$ cat src/rtl/param_delay_line.sv
// DEPTH-stage, WIDTH-bit delay line with per-stage valid, stall, clear and a
// running occupancy count. Data registers optionally skip reset (RESET_DATA=0).
module param_delay_line #(
    parameter int               WIDTH       = 8,
    parameter int               DEPTH       = 4,
    parameter bit               RESET_DATA  = 1'b1,
    parameter logic [WIDTH-1:0] RESET_VALUE = '0
) (
    input  logic                       clk,
    input  logic                       rstn,
    input  logic                       en,
    input  logic                       clr,
    input  logic                       d_valid,
    input  logic [WIDTH-1:0]           d,
    output logic                       q_valid,
    output logic [WIDTH-1:0]           q,
    output logic [$clog2(DEPTH+1)-1:0] count
);
    localparam int CW = $clog2(DEPTH+1);

    logic [DEPTH-1:0] r_vld;
    logic [DEPTH-1:0] w_vld_in;
    logic [CW-1:0]    r_count;
    logic [CW-1:0]    w_count_next;

    if (DEPTH > 1) begin : g_vld_multi
        assign w_vld_in = {r_vld[DEPTH-2:0], d_valid};
    end else begin : g_vld_single
        assign w_vld_in = d_valid;
    end

    always_ff @(posedge clk or negedge rstn) begin
        if (!rstn) begin
            r_vld <= '0;
        end else if (clr) begin
            r_vld <= '0;
        end else if (en) begin
            r_vld <= w_vld_in;
        end
    end

    // Modular add/sub is exact because the true result always lies in 0..DEPTH.
    assign w_count_next = r_count + CW'(d_valid) - CW'(r_vld[DEPTH-1]);

    always_ff @(posedge clk or negedge rstn) begin
        if (!rstn) begin
            r_count <= '0;
        end else if (clr) begin
            r_count <= '0;
        end else if (en) begin
            r_count <= w_count_next;
        end
    end

    genvar gi;
    for (gi = 0; gi < DEPTH; gi++) begin : g_stage
        logic [WIDTH-1:0] r_data;
        logic [WIDTH-1:0] w_in;

        if (gi == 0) begin : g_head
            assign w_in = d;
        end else begin : g_tail
            assign w_in = g_stage[gi-1].r_data;
        end

        if (RESET_DATA) begin : g_rst
            always_ff @(posedge clk or negedge rstn) begin
                if (!rstn) begin
                    r_data <= RESET_VALUE;
                end else if (clr) begin
                    r_data <= RESET_VALUE;
                end else if (en) begin
                    r_data <= w_in;
                end
            end
        end else begin : g_norst
            // No reset term keeps these as plain enable flops; contents survive clr.
            always_ff @(posedge clk) begin
                if (en && !clr) begin
                    r_data <= w_in;
                end
            end
        end
    end

    assign q       = g_stage[DEPTH-1].r_data;
    assign q_valid = r_vld[DEPTH-1];
    assign count   = r_count;

endmodule

$ cat config.mk
export PLATFORM = sky130hd
export DESIGN_NAME = param_delay_line
export DESIGN_NICKNAME = d
export VERILOG_FILES = /design/src/rtl/param_delay_line.sv
export SDC_FILE = /design/constraint.sdc
export NUM_CORES = 1
export LEC_CHECK = 0
export CORE_ASPECT_RATIO = 1.2
export CORE_MARGIN = 2
export CORE_UTILIZATION = 35
export CTS_CLUSTER_DIAMETER = 50
export DETAILED_ROUTE_END_ITERATION = 10
export GPL_TIMING_DRIVEN = 0
export PLACE_DENSITY = 0.63
export SLEW_MARGIN = 0
export SYNTH_ARGS = -nofsm -noshare
export SYNTH_HDL_FRONTEND = slang
export SYNTH_SLANG_ARGS = --single-unit
$ cat constraint.sdc
create_clock -name clk -period 2.6 [get_ports clk]
set_clock_uncertainty 0.1 [all_clocks]
set_input_delay 0.26 -clock clk [delete_from_list [all_inputs] [get_ports clk]]
set_output_delay 0.26 -clock clk [all_outputs]
set_load 0.1 [all_outputs]
==> results of run 1 <==
## sequential cells by signal, indices dropped and copies added (netlist names)
register and cells:
g_stage.r_data 24, count 3, r_vld 4, q 8
## cells in the mapped netlist
| library cell | n | area, um2 |
|---|---|---|
| fa_1 | 1 | 20.0 |
| dfrtp_1 | 39 | 976 |
| ha_1 | 2 | 25.0 |
| nand2b_1 | 1 | 6.26 |
| mux2i_1 | 38 | 380 |
| clkbuf_1 | 1 | 3.75 |
| inv_1 | 4 | 15.0 |
| buf_6 | 1 | 11.3 |
| nor2_1 | 39 | 146 |
| buf_2 | 3 | 15.0 |
| xor2_1 | 1 | 8.76 |
| a21oi_2 | 1 | 8.76 |
| a31o_1 | 1 | 8.76 |
| buf_8 | 4 | 60.1 |
## layer usage
layer / global-route usage (%) / share of wire [%] / vias to the layer above
met5: 0 / 0 / -
met4: 4.29 / 0.99 / 0
met3: 4.51 / 5.1 / 3
met2: 20.2 / 48 / 25
met1: 17.0 / 46 / 511
li1: - / - / 504
## metrics by stage
stage | cell area [um2] | hold slack (ps) | setup WS, ps
after floorplan | 1690 | -136 | 53.7
after detailed placement | 1980 | 316 | 552
after global routing | 2090 | 320 | 277
final | 2090 | 310 | 356
after CTS | 2090 | 305 | 331
after global placement | 1990 | 403 | 291
## worst paths after layout
path                                      start              endpoint  slack [ps]  depth (start not counted)
max                                    count[1]              count[1]         360                          1
max reg2reg                            r_vld[3]              count[2]         550                          8
max in group asynchronous                  rstn                  q[5]        1350                          2
min reg2reg                g_stage[1].r_data[5]  g_stage[1].r_data[5]         420                          2
min in group asynchronous                  rstn  g_stage[1].r_data[7]         520                          2
min                                          en              count[2]         310                          3
## cells by family (layout without fill, tap and decap cells)
group	after synthesis	in the layout	share of synthesized area, %
XOR/XNOR	1	1	0.520
buffers and inverters	13	45	6.24
AO/OA/AOI/OAI	2	2	1.04
flip-flops	39	39	57.9
multiplexers	38	38	22.6
adder cells (fa/ha/maj)	3	3	2.67
AND/OR/NAND/NOR	40	40	9.06
## where the power goes
group	internal, mW	switching (mW)	total [mW]
logic	0.0620	0.0892	0.151
clock network	0.242	0.196	0.438
registers	0.625	0.0126	0.638
total	0.929	0.298	1.23
## final cells by class
type	instances	share of cell area (%)
sequential	39	46.6
multi-input combinational	84	28.9
timing repair buffer	24	11.2
clock buffer	8	4.78
buffer	9	4.30
tap	58	3.47
inverter	4	0.717
## repair_timing
action	4_1_cts	5_1_grt
gates resized for setup	0	0
endpoints found under the hold margin	10	0
endpoints found under the setup margin	0	0
hold buffers	1	0
==> results_dict.tcl, run 1 <==
set metrics [dict create \
    status "complete, no violations" \
    synth_nets 152 \
    netlist_instances 136 \
    hold_viol 0 \
    path_class "flip-flop to output pin" \
    avgSynthCellArea_um2 12.4 \
    regArea_um2 976 \
    grt_pass1_wl_um 5110 \
    post-route-period-util_pct 86.3 \
    stdcell_count 226 \
    htree_levels 2 \
    hold_class "input pin to flip-flop" \
    netlist_area_um2 1690 \
    crit_chain "clkdlybuf4s50_1" \
    rows 27 \
    die_h_um 80.0 \
    dp.cells 217 \
    clockBufferDepth 2 \
    place.gp.congestion 0.769 \
    cts_tree "done" \
    die_x_um 67.3 \
    final_layout_size_suffix_gt1_share_pct 10.1 \
    cp_num_buf_inv 1 \
    rsz0062_at_grt "no" \
    clock-sinks 39 \
    postRouteWirelength_um 3040 \
    arrival_ps 1880 \
    area_growth_pct 24.2 \
    multi_input_area_um2 604 \
    min_period_ps 2240 \
    grt_max_degree 40 \
    yosys_warnings 0 \
    hpwl_um 2160 \
    n_antenna_cell 0 \
    cp_max_fo 4 \
    setup_viol_count_final 0 \
    vias 1043 \
    power_leakage_nw 1.07 \
    port_buffers 23 \
    slew_violations 0 \
    worstSetupStartpointType "flip-flop" \
    overflow 0 \
    drc 0 \
    crit_family "buffers and inverters" \
    worst_ir_drop_vdd_mv 0.340 \
    timing.fmax_mhz 446 \
    tns_ps 0 \
    grt_usage_pct 13.1 \
    pwr_density_cell_nw_per_um2 586 \
    cts_buffers 5 \
    start_util_pct 36.4 \
    path_clk_slew_ps 70 \
    slew_headroom_pct 35.4 \
    worst-slew-pin-transition_ps 966 \
    drtAntennaViolNets 0 \
    p_total_mw 1.23 \
    insertion_delay_ps 290 \
    viasPerCell 4.62 \
    grt_pass1_vias 1066 \
    required_ps 2240 \
    fin_util_pct 45.2 \
    pin_count 25 \
    design.die.area_um2 5390 \
    drt_iter0_drc 15 \
    final_cell_mix "39 x nor2_1, 39 x dfrtp_1, 38 x mux2i_1" \
    avgRoutedWirePerCell_um 13.4 \
    slowest_delay_ps 1160 \
    nets 183 \
    postCtsSetupBuffers 0 \
    cap_violations 0 \
    fill_cells 427 \
    synth_cell_type_count 14 \
    ys_ff_latch 39 \
    cts.root.buffer_cell "clkbuf_8" \
    core_um2 4630 \
    antenna_found_initial 0 \
    dr.pass1.iters 4 \
    slowest_stage "clkdlybuf4s50_1" \
    ys_seq_area_share_pct 57.9 \
    endpoint_kind "output pin" \
]
(Power assumes the default switching activity.)
==> inputs of run 2 (changes only) <==
--- a/constraint.sdc
+++ b/constraint.sdc
@@ -4,2 +4,2 @@
 set_output_delay 0.26 -clock clk [all_outputs]
-set_load 0.1 [all_outputs]
+set_load 0.05 [all_outputs]
==> results of run 2 <==
Same layout as run 1 (identical final DEF). Status: complete, no violations.
Among the figures that moved: setup slack after layout 356 ps -> 549 ps; start point of the critical path count[1] -> r_vld[3]; end point of the critical path count[1] -> count[2]; total power 1.23 mW -> 1.21 mW
==> variant 1, RTL diff (settings of run 2) <==
Reset style: synchronous (`rstn`), changed in 3 clocked blocks.
--- a/src/rtl/param_delay_line.sv
+++ b/src/rtl/param_delay_line.sv
@@ -31,3 +31,3 @@
 
-    always_ff @(posedge clk or negedge rstn) begin
+    always_ff @(posedge clk) begin
         if (!rstn) begin
@@ -44,3 +44,3 @@
 
-    always_ff @(posedge clk or negedge rstn) begin
+    always_ff @(posedge clk) begin
         if (!rstn) begin
@@ -66,3 +66,3 @@
         if (RESET_DATA) begin : g_rst
-            always_ff @(posedge clk or negedge rstn) begin
+            always_ff @(posedge clk) begin
                 if (!rstn) begin
Behaviour: differs if rstn is asserted again (counterexample within 4 cycles, from zero or initial values and one cycle with rstn low); with rstn held inactive, the same outputs for 10 cycles.
==> variant 1 against run 2 <==
  * Global-route usage down 1.7 points
  * Non-clock buffer count is 1 lower
  * Sequential power shrank 4.5%
  * Count of clock-buffer cells in the layout did not move
  * Routed wire length is 15% lower
  * Power down 5.5%
  * Worst setup slack gained 86 ps
  * Sequential cell count unchanged
  * Final area shrank 7.4%
  * Largest cell class unchanged
  * Critical path depth is 1 higher
  * Synthesized area shrank 8.8%
==> variant 1: results (changes against run 2) <==
| Metric | Value |
|---|---|
| Status | `finished, final reports clean` |
| Worst VDD drop | `325.6 uV (-4.1%)` |
| PortBufs | `23 (unchanged)` |
| Psw | `0.2423 mW (-14%)` |
| Worst slack on hold paths | `248.9 ps (-60.91 ps)` |
| Final net count | `182 (-0.55%)` |
| Slowest cell on crit path | `fa_1` |
| First-pass GRT wire length | `4229 um (-17%)` |
| Worst-margin pin slew | `495.9 ps (-358.3 ps)` |
| Flop pwr share | `53.2% (+0.6 points)` |
| Sequential fraction of the synthesis area | `50.77% (-7.1 points)` |
| GP Congestion | `0.6388 (-17%)` |
| Cell Area, Placed | `1838 um^2 (-7.3%)` |
| Sink of the worst hold path | `count[1]` |
| Per-cell routed wire length | `11.52 um (-14%)` |
| CP peak stage delay | `360 ps (-50 ps)` |
| Most frequent cells after synthesis | `dfxtp_1, nor2_1, mux2i_1` |
| R2R Path End | `count[2]` |
| Crit Reg-Reg Startpoint | `count[0]` |
| Arr. time, crit path | `2100 ps (-30 ps)` |
| Dpl hpwl | `1922 um (-11%)` |
| Total GRT Usage | `11.32% (-1.7 points)` |
| Async SR Flop Fraction | `0% (-100 points)` |
| Layout cells sized above 1 | `10.18% (+0.061 points)` |
| Final-layout fill cell count | `426 (-0.23%)` |
| R2r setup slk | `640 ps (+90 ps)` |
| Worst Reg2Reg Path Length in Cells | `9 (+1)` |
| P per Cell Area | `590.8 nW/um^2 (+2.0%)` |
| DRT iter0 DRCs | `26 (+11)` |
| Via/cell ratio | `4.457 (-3.4%)` |
-- variant 1: changes by cell type after synthesis, sizes merged --
cell,before,now
mux2i,38,37
dfrtp,39,0
a211oi,0,2
dfxtp,0,39
a21oi,1,0
-- variant 1: logic make-up after synthesis --
group,count (synthesis),synth area share [%]
adder cells (fa/ha/maj),3,2.929
multiplexers,37,24.08
AND/OR/NAND/NOR,40,10.41
flip-flops,39,50.77
XOR/XNOR,1,0.5697
AO/OA/AOI/OAI,3,1.872
buffers and inverters,13,9.357
-- variant 1: worst max path at each step --
stage,startpoint,end,slack [ps],depth (start not counted)
4_1_cts,count[0],count[2],610,9
6_report,count[0],count[2],640,9
3_5_place_dp,d_valid,count[2],580,7
5_1_grt,count[0],count[2],480,9
2_1_floorplan,count[0],count[2],370,9
3_3_place_gp,d_valid,count[2],610,7
-- variant 1: final cells by class --
class,instances,area [um^2],share of cell area (%)
buffer,9,128.9,6.649
clock buffer,8,100.1,5.165
inverter,4,15.01,0.7747
multi-input combinational,84,613.1,31.63
sequential,39,780.7,40.28
tap,56,70.07,3.615
timing repair buffer,23,230.2,11.88
-- variant 1: layer usage --
layer  global-route usage (%)  vias up  part of all wire (%)
met5                        0        -                     0
met4                    6.383        0                   2.5
met3                    4.431        5                   4.4
met2                    19.06       21                    51
met1                    11.84      464                    42
li1                         -      504                     -
-- variant 1: through the flow --
step | cells | worst slack, ps
after detailed placement | 215 | 575.5
after global routing | 223 | 477.7
after CTS | 223 | 607.0
after floorplan | 136 | 374.6
after global placement | 215 | 614.1
final | 223 | 635.5
-- variant 1: critical path, delay by kind of cell (launching register included) --
kind	cells	cell delay [ps]
adders and majority gates	3	760
DFF	1	350
xor gates and xnor gates	1	170
buffers and inverters	3	170
AOI/OAI and AO/OA	2	360
==> variant 2, RTL diff (config.mk and constraints of run 2) <==
Made on the original files. Change the parameter `WIDTH` from 8 to 12.
--- a/src/rtl/param_delay_line.sv
+++ b/src/rtl/param_delay_line.sv
@@ -3,3 +3,3 @@
 module param_delay_line #(
-    parameter int               WIDTH       = 8,
+    parameter int               WIDTH       = 12,
     parameter int               DEPTH       = 4,
Ports: changed (resized d and q); port bits go from 25 to 33. No check against the original RTL was run, so the function may have changed too.
==> variant 2 against run 2 <==
  * Worst setup slack better by 64 ps
  * First-iteration DRC count rose to 4.1 times the old value
  * Power up 30%
  * Largest power group unchanged
  * Synthesized cell count up 38%
  * Sequential cell count up 16
  * Cell count up 38%
  * Routed wire length up 39%
  * Synthesized area up 37%
  * Sequential power up 40%
  * Worst hold slack worse by 77 ps
  * Final area up 37%
==> variant 2: results (changes against run 2) <==
| Metric | Value |
|---|---|
| Synthesized instance count | `187 (+38%)` |
| Psw | `0.3727 mW (+32%)` |
| Distinct cell type count after synthesis | `15 (+1)` |
| Final wirelength | `4215 um (+39%)` |
| Most frequent cells after synthesis | `dfrtp_1, nor2_1, mux2i_1, buf_8, inv_1` |
| Total GRT Usage | `12.82% (-0.24 points)` |
| Layout cells sized above 1 | `7.895% (-2.2 points)` |
| First-pass GRT wire length | `7258 um (+42%)` |
| Synth Area in Adders | `1.944% (-0.73 points)` |
| Vias in the first global route | `1441 (+35%)` |
| ClkCell Share | `3.501% (-1.3 points)` |
| Number of flip-flops in the largest register | `36 (+50%)` |
| Met2 Use GR | `20.47% (+0.28 points)` |
| DRT iter0 DRCs | `61 (+46)` |
| Xor/xnor share of the synthesized area | `0.3780% (-0.14 points)` |
| Non-clk buf share | `15.40% (-0.14 points)` |
| Core Util, Final | `44.63% (-0.60 points)` |
| Leak pwr | `1.451 nW (+36%)` |
| Multi-input gate area | `820.8 um^2 (+36%)` |
| Clk slew on worst S/H paths | `90 ps (+20 ps)` |
| Largest net degree at the start of global routing | `29 (-28%)` |
| Highest routing layer actually used | `met4` |
| Met3 Track Usage GR | `2.027% (-2.5 points)` |
| Status | `finished, final reports clean` |
| Met3 wire length | `72 um (-54%)` |
| Via/cell ratio | `4.422 (-4.2%)` |
| Synth top area cells | `dfrtp_1, mux2i_1, nor2_1` |
| GP Congestion | `0.6866 (-11%)` |
| Int Power | `1.205 mW (+30%)` |
| Fraction of area in registers | `48.14% (+1.5 points)` |
| Final net count | `247 (+35%)` |
| PortBufs | `31 (+35%)` |
| Flop pwr share | `56.8% (+4.2 points)` |
| Per-cell routed wire length | `13.47 um (+0.15%)` |
| Cell Area, Placed | `2749 um^2 (+39%)` |
| Inverters, non-clock | `4 (unchanged)` |
| Dpl cells | `304 (+40%)` |
| Seq Cell Count | `55 (+41%)` |
| Worst slew margin | `56.31% (+13 points)` |
| M1 GR Usage | `17.25% (+0.30 points)` |
| Sequential fraction of the synthesis area | `59.40% (+1.5 points)` |
| Met1 wire length | `2056 um (+46%)` |
| Worst VDD drop | `307.0 uV (-9.6%)` |
| CP peak stage delay | `430 ps (+20 ps)` |
| Pre-CTS setup slack | `609.2 ps (+57.16 ps)` |
| Multiplexer share of the synthesized area | `23.33% (+0.76 points)` |
| Compound-Gate Fraction of Synth Area | `0.5940% (-0.45 points)` |
[variant 2: cell count changes in the layout (fill, tap and decap cells not counted), moves of 3 or more]
cell                    run 2  this run
dfrtp_1                    39        55
mux2i_1                    38        54
nor2_1                     39        55
clkdlybuf4s50_1            22        30
buf_1                       0         3
[variant 2: final timing paths]
check / startpoint / end / slack, ps / cells after the start
setup reg to reg: r_vld[3] / count[2] / 610 / 8
hold reg to reg: q[7] / q[7] / 430 / 2
hold / removal: en / g_stage[2].r_data[3] / 230 / 3
min in group asynchronous: rstn / g_stage[0].r_data[4] / 420 / 2
max in group asynchronous: rstn / q[10] / 1410 / 3
setup / recovery: r_vld[3] / count[2] / 610 / 8
[variant 2: worst reg2reg max path, stage by stage (launching register included)]
cell and delay (ps):
dfrtp_1 430, ha_1 300, inv_1 50, ha_1 130, inv_1 50, fa_1 380
xor2_1 190, a21oi_1 90, a31o_1 180
